`config.mk`:
```
export PLATFORM = sky130hd
export DESIGN_NAME = mux_nch_reg
export DESIGN_NICKNAME = d
export VERILOG_FILES = /design/src/rtl/mux_nch_reg.sv
export SDC_FILE = /design/constraint.sdc
export NUM_CORES = 1
export LEC_CHECK = 0
export CORE_MARGIN = 2
export CORE_UTILIZATION = 39
export DETAILED_ROUTE_END_ITERATION = 12
export PLACE_DENSITY = 0.95
export SYNTH_ARGS = -nofsm -noshare
export SYNTH_HDL_FRONTEND = slang
export SYNTH_SLANG_ARGS = --single-unit
export TNS_END_PERCENT = 1
```
`constraint.sdc`:
```
create_clock -name clk -period 8 [get_ports clk]
set_clock_uncertainty 0.2 [all_clocks]
set_input_delay 1.6 -clock clk [delete_from_list [all_inputs] [get_ports clk]]
set_output_delay 1.6 -clock clk [all_outputs]
set_load 0.1 [all_outputs]
```
`src/rtl/mux_nch_reg.sv`:
```
// mux_nch_reg: N-channel, WIDTH-bit multiplexer with a registered output stage
// and valid/ready handshakes on every input and on the output.
//
// Modes (sampled every cycle):
//   mode = 0 : fixed select, channel 'sel' is granted
//   mode = 1 : round-robin, first valid channel at or above rr_ptr (wrapping)
//
// Ports:
//   clk        - clock, all state updates on rising edge
//   rst_n      - synchronous active-low reset
//   in_data    - packed channel data, channel k at [k*WIDTH +: WIDTH]
//   in_valid   - per-channel valid
//   in_ready   - per-channel ready (combinational)
//   mode       - 0 fixed select, 1 round-robin
//   sel        - channel index used in fixed mode
//   out_data   - registered output data
//   out_valid  - registered output valid
//   out_chan   - index of the channel that produced out_data
//   out_ready  - downstream ready
//   xfer_cnt   - saturating accepted-word counter
//
// Optional feature: define MUX_NCH_STATS_EN to build the xfer_cnt counter;
// otherwise xfer_cnt is tied to zero.

module mux_nch_reg #(
  parameter int unsigned WIDTH    = 8,
  parameter int unsigned CHANNELS = 4,
  parameter int unsigned SEL_W    = 2
) (
  input  logic                      clk,
  input  logic                      rst_n,
  input  logic [CHANNELS*WIDTH-1:0] in_data,
  input  logic [CHANNELS-1:0]       in_valid,
  output logic [CHANNELS-1:0]       in_ready,
  input  logic                      mode,
  input  logic [SEL_W-1:0]          sel,
  output logic [WIDTH-1:0]          out_data,
  output logic                      out_valid,
  output logic [SEL_W-1:0]          out_chan,
  input  logic                      out_ready,
  output logic [15:0]               xfer_cnt
);

  logic [WIDTH-1:0] ch_data [CHANNELS];

  logic [WIDTH-1:0] out_data_q, out_data_d;
  logic             out_valid_q, out_valid_d;
  logic [SEL_W-1:0] out_chan_q, out_chan_d;
  logic [SEL_W-1:0] rr_ptr_q, rr_ptr_d;

  logic             load;
  logic [SEL_W-1:0] gnt_rr;
  logic             gnt_rr_vld;
  logic [SEL_W-1:0] gnt;
  logic             gnt_vld;
  logic             xfer;
  int unsigned      idx;

  for (genvar k = 0; k < CHANNELS; k++) begin : g_unpack
    assign ch_data[k] = in_data[k*WIDTH +: WIDTH];
  end

  // Output register can take a word when empty or being drained this cycle.
  assign load = ~out_valid_q | out_ready;

  // Round-robin search starting at rr_ptr, wrapping modulo CHANNELS.
  always_comb begin
    gnt_rr     = '0;
    gnt_rr_vld = 1'b0;
    idx        = 0;
    for (int unsigned i = 0; i < CHANNELS; i++) begin
      idx = 32'(rr_ptr_q) + i;
      if (idx >= CHANNELS) idx = idx - CHANNELS;
      if (!gnt_rr_vld && in_valid[idx[SEL_W-1:0]]) begin
        gnt_rr     = idx[SEL_W-1:0];
        gnt_rr_vld = 1'b1;
      end
    end
  end

  always_comb begin
    if (mode) begin
      gnt     = gnt_rr;
      gnt_vld = gnt_rr_vld;
    end else begin
      gnt     = sel;
      gnt_vld = (32'(sel) < CHANNELS);
    end
  end

  always_comb begin
    in_ready = '0;
    if (rst_n && load && gnt_vld) in_ready[gnt] = 1'b1;
  end

  assign xfer = |(in_valid & in_ready);

  always_comb begin
    out_data_d  = out_data_q;
    out_chan_d  = out_chan_q;
    out_valid_d = out_valid_q;
    rr_ptr_d    = rr_ptr_q;
    if (xfer) begin
      out_data_d  = ch_data[gnt];
      out_chan_d  = gnt;
      out_valid_d = 1'b1;
    end else if (out_ready) begin
      out_valid_d = 1'b0;
    end
    if (xfer && mode) begin
      rr_ptr_d = (32'(gnt) == CHANNELS - 1) ? '0 : gnt + SEL_W'(1);
    end
  end

  always_ff @(posedge clk) begin
    if (!rst_n) begin
      out_data_q  <= '0;
      out_chan_q  <= '0;
      out_valid_q <= 1'b0;
      rr_ptr_q    <= '0;
    end else begin
      out_data_q  <= out_data_d;
      out_chan_q  <= out_chan_d;
      out_valid_q <= out_valid_d;
      rr_ptr_q    <= rr_ptr_d;
    end
  end

  assign out_data  = out_data_q;
  assign out_chan  = out_chan_q;
  assign out_valid = out_valid_q;

`ifdef MUX_NCH_STATS_EN
  logic [15:0] xfer_cnt_q, xfer_cnt_d;

  always_comb begin
    xfer_cnt_d = xfer_cnt_q;
    if (xfer && (xfer_cnt_q != 16'hFFFF)) xfer_cnt_d = xfer_cnt_q + 16'd1;
  end

  always_ff @(posedge clk) begin
    if (!rst_n) xfer_cnt_q <= 16'h0000;
    else        xfer_cnt_q <= xfer_cnt_d;
  end

  assign xfer_cnt = xfer_cnt_q;
`else
  assign xfer_cnt = 16'h0000;
`endif

endmodule

```
Yosys cells after proc, flatten, opt, wreduce, memory -nomap -nowiden:

Index checks and enable logic that the tools add are counted.
W data, S select, Z words.

* register bits after elaboration: 13
* output and inout bits: 31
* input bits: 42
* logic and storage cells: 71

* $add $sub $neg: 8
* order comparisons: 11
* bitwise operators: 4
* reduce and logical (&&, ||, !) cells: 12
* equality and inequality tests: 1
* multiplexer cells: 31

Operators by type and width (count)
* $mux W2: 10
* $bmux W8 S2: 1
* $mux W8: 2
* $lt A2 B3 Y1 const B: 5
* $ge A3 B3 Y1 const B: 4
* $mux W1: 12
* $bmux W1 S2: 4
* $sub A2 B1 Y2 const B: 4
* $logic_and A1 B1 Y1: 7
* $add A2 B2 Y3 const B: 2
* $and A4 B4 Y4: 1
* $mux W4: 1
* $reduce_or A4 Y1: 1
* $add A2 B1 Y3 const B: 1
* $ge A2 B3 Y1 const B: 1
* $logic_not A1 Y1: 3
* $not A2 Y3: 1
* $add A2 B1 Y2 const B: 1
* $demux W1 S2: 1
* $eq A2 B2 Y1 const B: 1
* $ge A2 B1 Y1 const B: 1
* $reduce_bool A2 Y1: 1
* $not A1 Y1: 1
* $or A1 B1 Y1: 1

Longest topological paths before layout:

Gate-level depths: netlist of the first run.

* depth in word-level cells: 23
* depth in mapped cells: 14
* depth with buffers taken out: 11

Least setup slack after synthesis of the first run:

Ideal clock, no wire load.

* path type: input-to-output
* start point: in mode
* end point: out in_ready[0]
* stages: 8
* slack: 2242 ps
* arrival time: 3958 ps
* required time: 6200 ps
* buffers on the path: 3
* cell sequence: clkbuf_1 inv_1 a2111o_1 o221ai_2 buf_6 buf_6 nand2_1 nor2_1

* word-level cells in the longest chain between the ends: 6
* elaborated cells on any way between the ends: 9
* those cells by class: order compare (2); mux (5); reduce/logical (2)

RTL lines
* start, declared: RTL line 35 `input logic mode,`
* $mux W2: RTL line 82 `if (mode) begin`
* $lt A2 B3 Y1 (implied by the code) or $ge A2 B1 Y1 (tied branches): RTL line 93 `if (rst_n && load && gnt_vld) in_ready[gnt] = 1'b1;`
* $logic_and A1 B1 Y1 (implied by the code): RTL line 93
* $mux W1 (implied by the code): RTL line 93
* $demux W1 S2: RTL line 93
* $mux W4 (*): RTL line 93
* end, declared: RTL line 34 `output logic [CHANNELS-1:0] in_ready,`

Mark *: on every way between the ends. The rest lies on a longest branch, timed or not.

Worst setup path in the final report of the first run:

* start point: in in_valid[2]
* end point: out in_ready[2]

* word-level cells in the longest chain between the ends: 18
* elaborated cells on any way between the ends: 31
* those cells by class: order compare (2); mux (21); reduce/logical (8)

RTL lines
* start, declared: RTL line 33 `input logic [CHANNELS-1:0] in_valid,`
* $bmux W1 S2: RTL line 74 `if (!gnt_rr_vld && in_valid[idx[SEL_W-1:0]]) begin`
* $mux W1 (implied by the code): RTL line 74
* $mux W1: RTL line 74
* $logic_not A1 Y1: RTL line 74
* $logic_and A1 B1 Y1: RTL line 74
* $mux W1: RTL line 74
* $logic_not A1 Y1: RTL line 74
* $logic_and A1 B1 Y1: RTL line 74
* (+2 left out)
* $logic_and A1 B1 Y1: RTL line 74
* $mux W2: RTL line 74
* $mux W2: RTL line 82
* $lt A2 B3 Y1 (implied by the code) or $ge A2 B1 Y1 (tied branches): RTL line 93
* $logic_and A1 B1 Y1 (implied by the code): RTL line 93
* $mux W1 (implied by the code): RTL line 93
* $demux W1 S2: RTL line 93
* $mux W4 (*): RTL line 93

Mark *: on every way between the ends. The rest lies on a longest branch, timed or not. The select of a mux whose other input is x is not followed.

==> summary.md, run 1 <==
| Metric | Value |
|---|---|
| Largest net degree at the start of global routing | `21` |
| Arrival @ worst endpoint | `a little under 5000 ps` |
| Placed cell area | `around 0.0017 sq mm` |
| CTS resizes | `0` |
| Post-CTS setup buffers | `0` |
| Clk sinks | `13` |
| Status | `finished, final reports clean` |
| Core Region | `between 0.002 and 0.003 sq mm` |
| # DRC | `0` |
| Wirelength, routed | `about 3000 um` |
| Fillcell total | `approximately 230` |
| Setup crit end | `in_ready[2]` |
| Clock root buffer | `clkbuf_4` |
| Buffers on Ports | `56` |
| Die Y | `just under 60 um` |
| P&R area growth vs syn | `43.8%` |
| Combinational share of power | `0.632` |
| Post-route clock period utilization | `0.836` |
| Clock buffer depth | `2` |
| Die area | `~0.0035 sq mm` |
| Syn avg cell area | `between 8 and 9 sq um` |
| First-pass GRT wire length | `about 4700 um` |
| Switching Power | `between 0.15 and 0.2 mW` |
| Synth Register Bits | `13` |
| Pwr Density | `between 150 and 200 mW/mm^2` |
| Max-Cap Viols | `0` |
| Reg power frac | `0.246` |
| Crit-path leading delay family | `buffers and inverters` |
| Die Span X | `around 59 um` |
| DR pass1 iterations | `4` |
| Drt wl/cell | `roughly 14 um` |
| Worst rel slew slack | `0.336` |
| Fin crit period | `6690 ps` |
| Area of the multi-input gates | `slightly below 800 sq um` |
| CTS tree | `done` |
| Clk pwr share | `0.122` |
| Layout Nets | `235` |
| VDD IR-drop max | `about 0.13 mV` |
| Buf/Inv on CP | `5` |
| Slowest CP cell | `clkdlybuf4s50_1` |
| Most common cell after layout, fill and taps aside | `clkdlybuf4s50_1` |
| Total track usage | `0.171` |
| Hold Path Class | `flip-flop to flip-flop` |
| Cells after Synth | `roughly 140` |
| CTS H-Tree Depth | `1` |
| Hold_ws | `around 270 ps` |
| ANT nets after route | `0` |
| Post-layout util | `0.605` |
| Non-Filler Instances | `approximately 220` |
| Final std cell area, no fill | `roughly 0.0017 sq mm` |
| Sequential fraction of the synthesis area | `0.220` |
| Crit Path Max Fanout | `11` |
| Row count | `19` |
| Seq. cell area | `approximately 260 sq um` |
| Worst-path clk slew | `about 70 ps` |
| Async S/R FF share, synth | `0` |
| Clk Latency, worst-skew pair | `about 280 ps` |
| Worst Hold Path Cells | `2` |
| CTS Hold Bufs | `0` |
| Post-synth EDFFs | `0` |
| Num CTS Buffers | `3` |
| Sw frac | `0.529` |
| RSZ-0062 raised after global routing | `false` |
| Total number of vias | `approximately 1200` |
| Layout cells sized above 1 | `0.0789` |
| Worst EP required | `~6200 ps` |
| Prevailing post-synth register cell | `dfxtp_1` |
| Fmax | `149 MHz` |
| Post-Synthesis Cell Area | `0.00118 sq mm` |
| Least-Margin Pin Slew | `slightly below 1000 ps` |
| TNS Setup | `0 ps` |
| Final number of hold-violating endpoints | `0` |
| Initial antenna violation count | `0` |
| Leakage power | `0.729 nW` |
| CP Class | `primary input to primary output` |
| Diodes inserted | `0` |
| Critical path depth | `10` |
| Vias in the first global route | `roughly 1000` |
| Vias/cell | `5.34` |
| CP dominant cell by count | `inv_1` |
| Internal | `~0.15 mW` |
| Initial core utilization | `0.421` |
| Reg2reg end | `out_chan[0]$_SDFFE_PN0P_` |
| Yosys warning count | `0` |
| Setup Viol. Count Final | `0` |
| GP Congestion | `roughly 0.87` |
| Worst path max stage delay | `between 1000 and 1500 ps` |
| FF-to-FF setup slack | `between 4000 and 5000 ps` |
| IO Count | `73` |
| Most frequent cells in the layout | `56 x clkdlybuf4s50_1, 20 x mux2i_1, 16 x conb_1` |
| Placed cells | `around 220` |
| DR iter-0 viols | `32` |
| Max-slew violations | `0` |
| Total grt overflow | `0` |
| CP cell instances | `clkdlybuf4s50_1, inv_1, o221a_2, o211a_1, nand2b_1, inv_1, ha_1, inv_1, nor2_1, clkdlybuf4s50_1` |
| Cell variety after synth | `35` |
| Critical R2R Launch | `rr_ptr_q[0]$_SDFFE_PN0P_` |
| DPL Wire Length | `2290 um` |
| Worst R2R Path Depth | `11` |
| Crit path from | `in_valid[2]` |
| CP Launch Type | `primary input` |
| Crit. End Element | `primary output` |
==> routing by layer <==
layer,vias to the layer above,part of all wire,global-route usage,wire length [um]
li1,577,-,-,-
met1,539,0.42,0.219,1270
met2,62,0.48,0.287,1450
met3,2,0.092,0.0524,275
met4,0,0.0033,0.0292,10
met5,-,0,0,0
==> stage by stage <==
stage          total power [mW]  setup WS [ps]
5_1_grt                   0.346           1140
2_1_floorplan             0.247           2240
6_report                  0.329           1310
3_5_place_dp              0.289           1340
3_3_place_gp              0.287           1420
4_1_cts                   0.330           1330
==> area by class of cell <==
cell class	instances	area share
Clock buffer	4	0.0155
Tap cell	31	0.0228
Multi-Input combinational cell	107	0.454
Inverter	9	0.0199
Sequential cell	13	0.153
Timing Repair Buffer	57	0.335
==> logic make-up after synthesis <==
kind of cell	after synthesis	share of synthesized area
simple gates	29	0.135
flops	13	0.220
buf+inv	34	0.175
fa+ha+maj	2	0.0212
other cells	1	0.00317
mux	28	0.246
compound gates	32	0.200
==> worst min-delay path by stage <==
| stage | start | end | slack (ps) |
|---|---|---|---|
| final | out_chan[1]$_SDFFE_PN0P_ | out_chan[1]$_SDFFE_PN0P_ | 270 |
| after global routing | out_chan[1]$_SDFFE_PN0P_ | out_chan[1]$_SDFFE_PN0P_ | 290 |
| after CTS | out_chan[1]$_SDFFE_PN0P_ | out_chan[1]$_SDFFE_PN0P_ | 260 |
| after detailed placement | out_chan[1]$_SDFFE_PN0P_ | out_chan[1]$_SDFFE_PN0P_ | 250 |
| after global placement | out_chan[1]$_SDFFE_PN0P_ | out_chan[1]$_SDFFE_PN0P_ | 240 |
| after floorplan | rr_ptr_q[0]$_SDFFE_PN0P_ | rr_ptr_q[0]$_SDFFE_PN0P_ | 290 |
==> cell usage after synthesis, types with 2 or more instances <==
| library cell | number | area, sq um |
|---|---|---|
| and2_1 | 2 | 12.5 |
| nand2_1 | 7 | 26.3 |
| ha_1 | 2 | 25.0 |
| buf_4 | 16 | 120 |
| nand4bb_1 | 2 | 22.5 |
| inv_1 | 9 | 33.8 |
| o21ai_0 | 5 | 25.0 |
| buf_6 | 2 | 22.5 |
| o311ai_0 | 8 | 70.1 |
| mux2i_1 | 20 | 200 |
| o21ai_1 | 8 | 40.0 |
| nor2_1 | 8 | 30.0 |
| nand2b_1 | 4 | 25.0 |
| dfxtp_1 | 13 | 260 |
| clkbuf_1 | 4 | 15.0 |
| buf_2 | 3 | 15.0 |
| mux2_2 | 8 | 90.1 |
==> sequential cells by signal (all words and copies together), names as in the netlist <==
name       cells
out_chan       2
rr_ptr_q       2
out_data       8
out_valid      1
==> power by group through the flow <==
stage | clock, mW | sequential [mW] | combinational (mW)
after floorplan | 0 | 0.143 | 0.104
after global routing | 0.0465 | 0.0825 | 0.217
after detailed placement | 0 | 0.0821 | 0.207
after CTS | 0.0413 | 0.0807 | 0.208
after global placement | 0 | 0.0818 | 0.206
final | 0.0402 | 0.0808 | 0.208
==> worst min-delay path: stages (launching register included) <==
cell and delay [ps]:
dfxtp_1 310, nand2_1 50, mux2i_1 60
Power figures use the tool's default switching activity.
==> run 2: changes to the inputs <==
--- a/config.mk
+++ b/config.mk
@@ -6,9 +6,9 @@
 export NUM_CORES = 1
 export LEC_CHECK = 0
 export CORE_MARGIN = 2
-export CORE_UTILIZATION = 39
+export CORE_UTILIZATION = 37
 export DETAILED_ROUTE_END_ITERATION = 12
-export PLACE_DENSITY = 0.95
+export PLACE_DENSITY = 0.91
 export SYNTH_ARGS = -nofsm -noshare
 export SYNTH_HDL_FRONTEND = slang
 export SYNTH_SLANG_ARGS = --single-unit
==> constraint.sdc (replaced) <==
create_clock -name clk -period 6.7 [get_ports clk]
set_clock_uncertainty 0.2 [all_clocks]
set_input_delay 1.34 -clock clk [delete_from_list [all_inputs] [get_ports clk]]
set_output_delay 1.34 -clock clk [all_outputs]
set_load 0.1 [all_outputs]
==> run 2 against run 1 <==
Final cell count grew 5.9%. Combinational power grew 19%. Largest cell class unchanged. Clock-buffer cell count is the same. Die area up 5.0%. Via count shrank 0.25%. Critical endpoint unchanged. Register-to-register slack lost 1300 ps. Non-clock buffer count unchanged. Sequential share of layout area shrank 0.056 points.
==> summary.md, run 2 (synthesis results as in run 1) <==
| Metric | Value |
|---|---|
| # DRC | `0` |
| CP Class | `primary input to primary output` |
| Initial antenna violation count | `0` |
| Max-slew violations | `0` |
| Worst rel slew slack | `0.340` |
| Most common cell after layout, fill and taps aside | `clkdlybuf4s50_1` |
| ANT nets after route | `0` |
| Post-CTS setup buffers | `0` |
| RSZ-0062 raised after global routing | `false` |
| Row count | `20` |
| Layout cells sized above 1 | `0.100` |
| Total number of vias | `between 1000 and 1500` |
| IO Count | `73` |
| Vias/cell | `~5.0` |
| Worst EP required | `between 5000 and 6000 ps` |
| Post-place setup slack | `approximately 1300 ps` |
| Die area | `0.00366 sq mm` |
| CTS H-Tree Depth | `1` |
| Clk Latency, worst-skew pair | `around 280 ps` |
| DPL Wire Length | `about 2400 um` |
| TNS Setup | `0 ps` |
| Slowest CP cell | `clkdlybuf4s50_1` |
| CTS resizes | `0` |
| Max-Cap Viols | `0` |
| Crit-path leading delay family | `buffers and inverters` |
| DR iter-0 viols | `between 50 and 60` |
| CP Launch Type | `primary input` |
| Wirelength, routed | `roughly 3100 um` |
| Diodes inserted | `0` |
| VDD IR-drop max | `roughly 0.12 mV` |
| Largest net degree at the start of global routing | `21` |
| Die Span X | `between 60 and 70 um` |
| CTS Hold Bufs | `0` |
| Total grt overflow | `0` |
| Clock root buffer | `clkbuf_4` |
| Crit. End Element | `primary output` |
| Final number of hold-violating endpoints | `0` |
| Buf/Inv on CP | `5` |
| CP dominant cell by count | `inv_1` |
| GP Congestion | `0.808` |
| Clk sinks | `13` |
| Worst path max stage delay | `600 ps` |
| Status | `finished, final reports clean` |
| Pwr Density | `about 230 mW/mm^2` |
| Vias in the first global route | `1055` |
| Arrival @ worst endpoint | `3840 ps` |
| Post-route clock period utilization | `0.802` |
| P&R area growth vs syn | `44.3%` |
| Leakage power | `0.736 nW` |
| Total track usage | `0.175` |
| Most frequent cells in the layout | `52 x clkdlybuf4s50_1, 20 x mux2i_1, 16 x conb_1` |
| Hold Path Class | `flip-flop to flip-flop` |
| Fmax | `roughly 190 MHz` |
| Num CTS Buffers | `3` |
| Least-Margin Pin Slew | `roughly 990 ps` |
| Setup Viol. Count Final | `0` |
| First-pass GRT wire length | `between 4000 and 5000 um` |
| CTS tree | `done` |
| Layout Nets | `between 200 and 250` |
| Drt wl/cell | `roughly 13 um` |
| Final Worst Setup Slack | `~1300 ps` |
| Worst-path clk slew | `70 ps` |
| Crit Path Max Fanout | `11` |
| Number of flip-flops in the largest register | `8` |
| Fin crit period | `between 5000 and 6000 ps` |
| Core Region | `0.00305 sq mm` |
| Buffers on Ports | `56` |
| Clock buffer depth | `2` |
| CP cell instances | `clkdlybuf4s50_1, inv_1, a221oi_1, o211a_1, nand2b_1, inv_1, ha_1, inv_1, nor2_1, buf_4` |
| Initial core utilization | `0.387` |
| DR pass1 iterations | `4` |
| Die Y | `approximately 61 um` |
-- run 2: area by class of cell --
cell class              instances  area (sq um)
fillers                       290          1350
multi-input cells             107           771
repair buffers                 57           558
flip-flops and latches         13           260
well taps                      44          55.1
inverters                       9          33.8
clock buffers                   4          26.3
-- run 2: worst paths after layout --
check / startpoint / end / slack, ps / depth (start not counted)
max: in_valid[1] / in_ready[2] / 1320 / 10
min: out_chan[1]$_SDFFE_PN0P_ / out_chan[1]$_SDFFE_PN0P_ / 270 / 2
min reg2reg: out_chan[1]$_SDFFE_PN0P_ / out_chan[1]$_SDFFE_PN0P_ / 270 / 2
max reg2reg: rr_ptr_q[0]$_SDFFE_PN0P_ / out_chan[0]$_SDFFE_PN0P_ / 3040 / 11
-- run 2: layer usage --
metal	vias up	routed length, um	track usage
met5	-	0	0
met4	0	29	0.0404
met3	5	285	0.0490
met2	58	1530	0.317
met1	532	1240	0.205
li1	582	-	-
-- run 2: worst reg2reg max path, stage by stage (launching register included) --
cell and delay (ps):
dfxtp_1 460, inv_1 70, a221oi_1 350, o211a_1 220
nand2b_1 470, inv_1 150, ha_1 230, inv_1 70
o21ai_0 100, a31oi_1 620, or3_1 440, mux2i_1 230
-- run 2: through the flow --
step / cell area [sq um] / hold slack (ps) / utilization / cells / power (mW)
final: 1700 / 269 / 0.558 / 234 / 0.393
after global placement: 1680 / 252 / 0.550 / 230 / 0.343
after global routing: 1700 / 295 / 0.558 / 234 / 0.413
after floorplan: 1240 / 289 / - / 154 / 0.295
after CTS: 1700 / 273 / 0.558 / 234 / 0.395
after detailed placement: 1680 / 262 / 0.550 / 230 / 0.346
-- run 2: where the power goes --
part	internal [mW]	switching, mW	total (mW)
registers	0.0891	0.00753	0.0966
logic	0.0721	0.176	0.248
clock network	0.0231	0.0253	0.0485
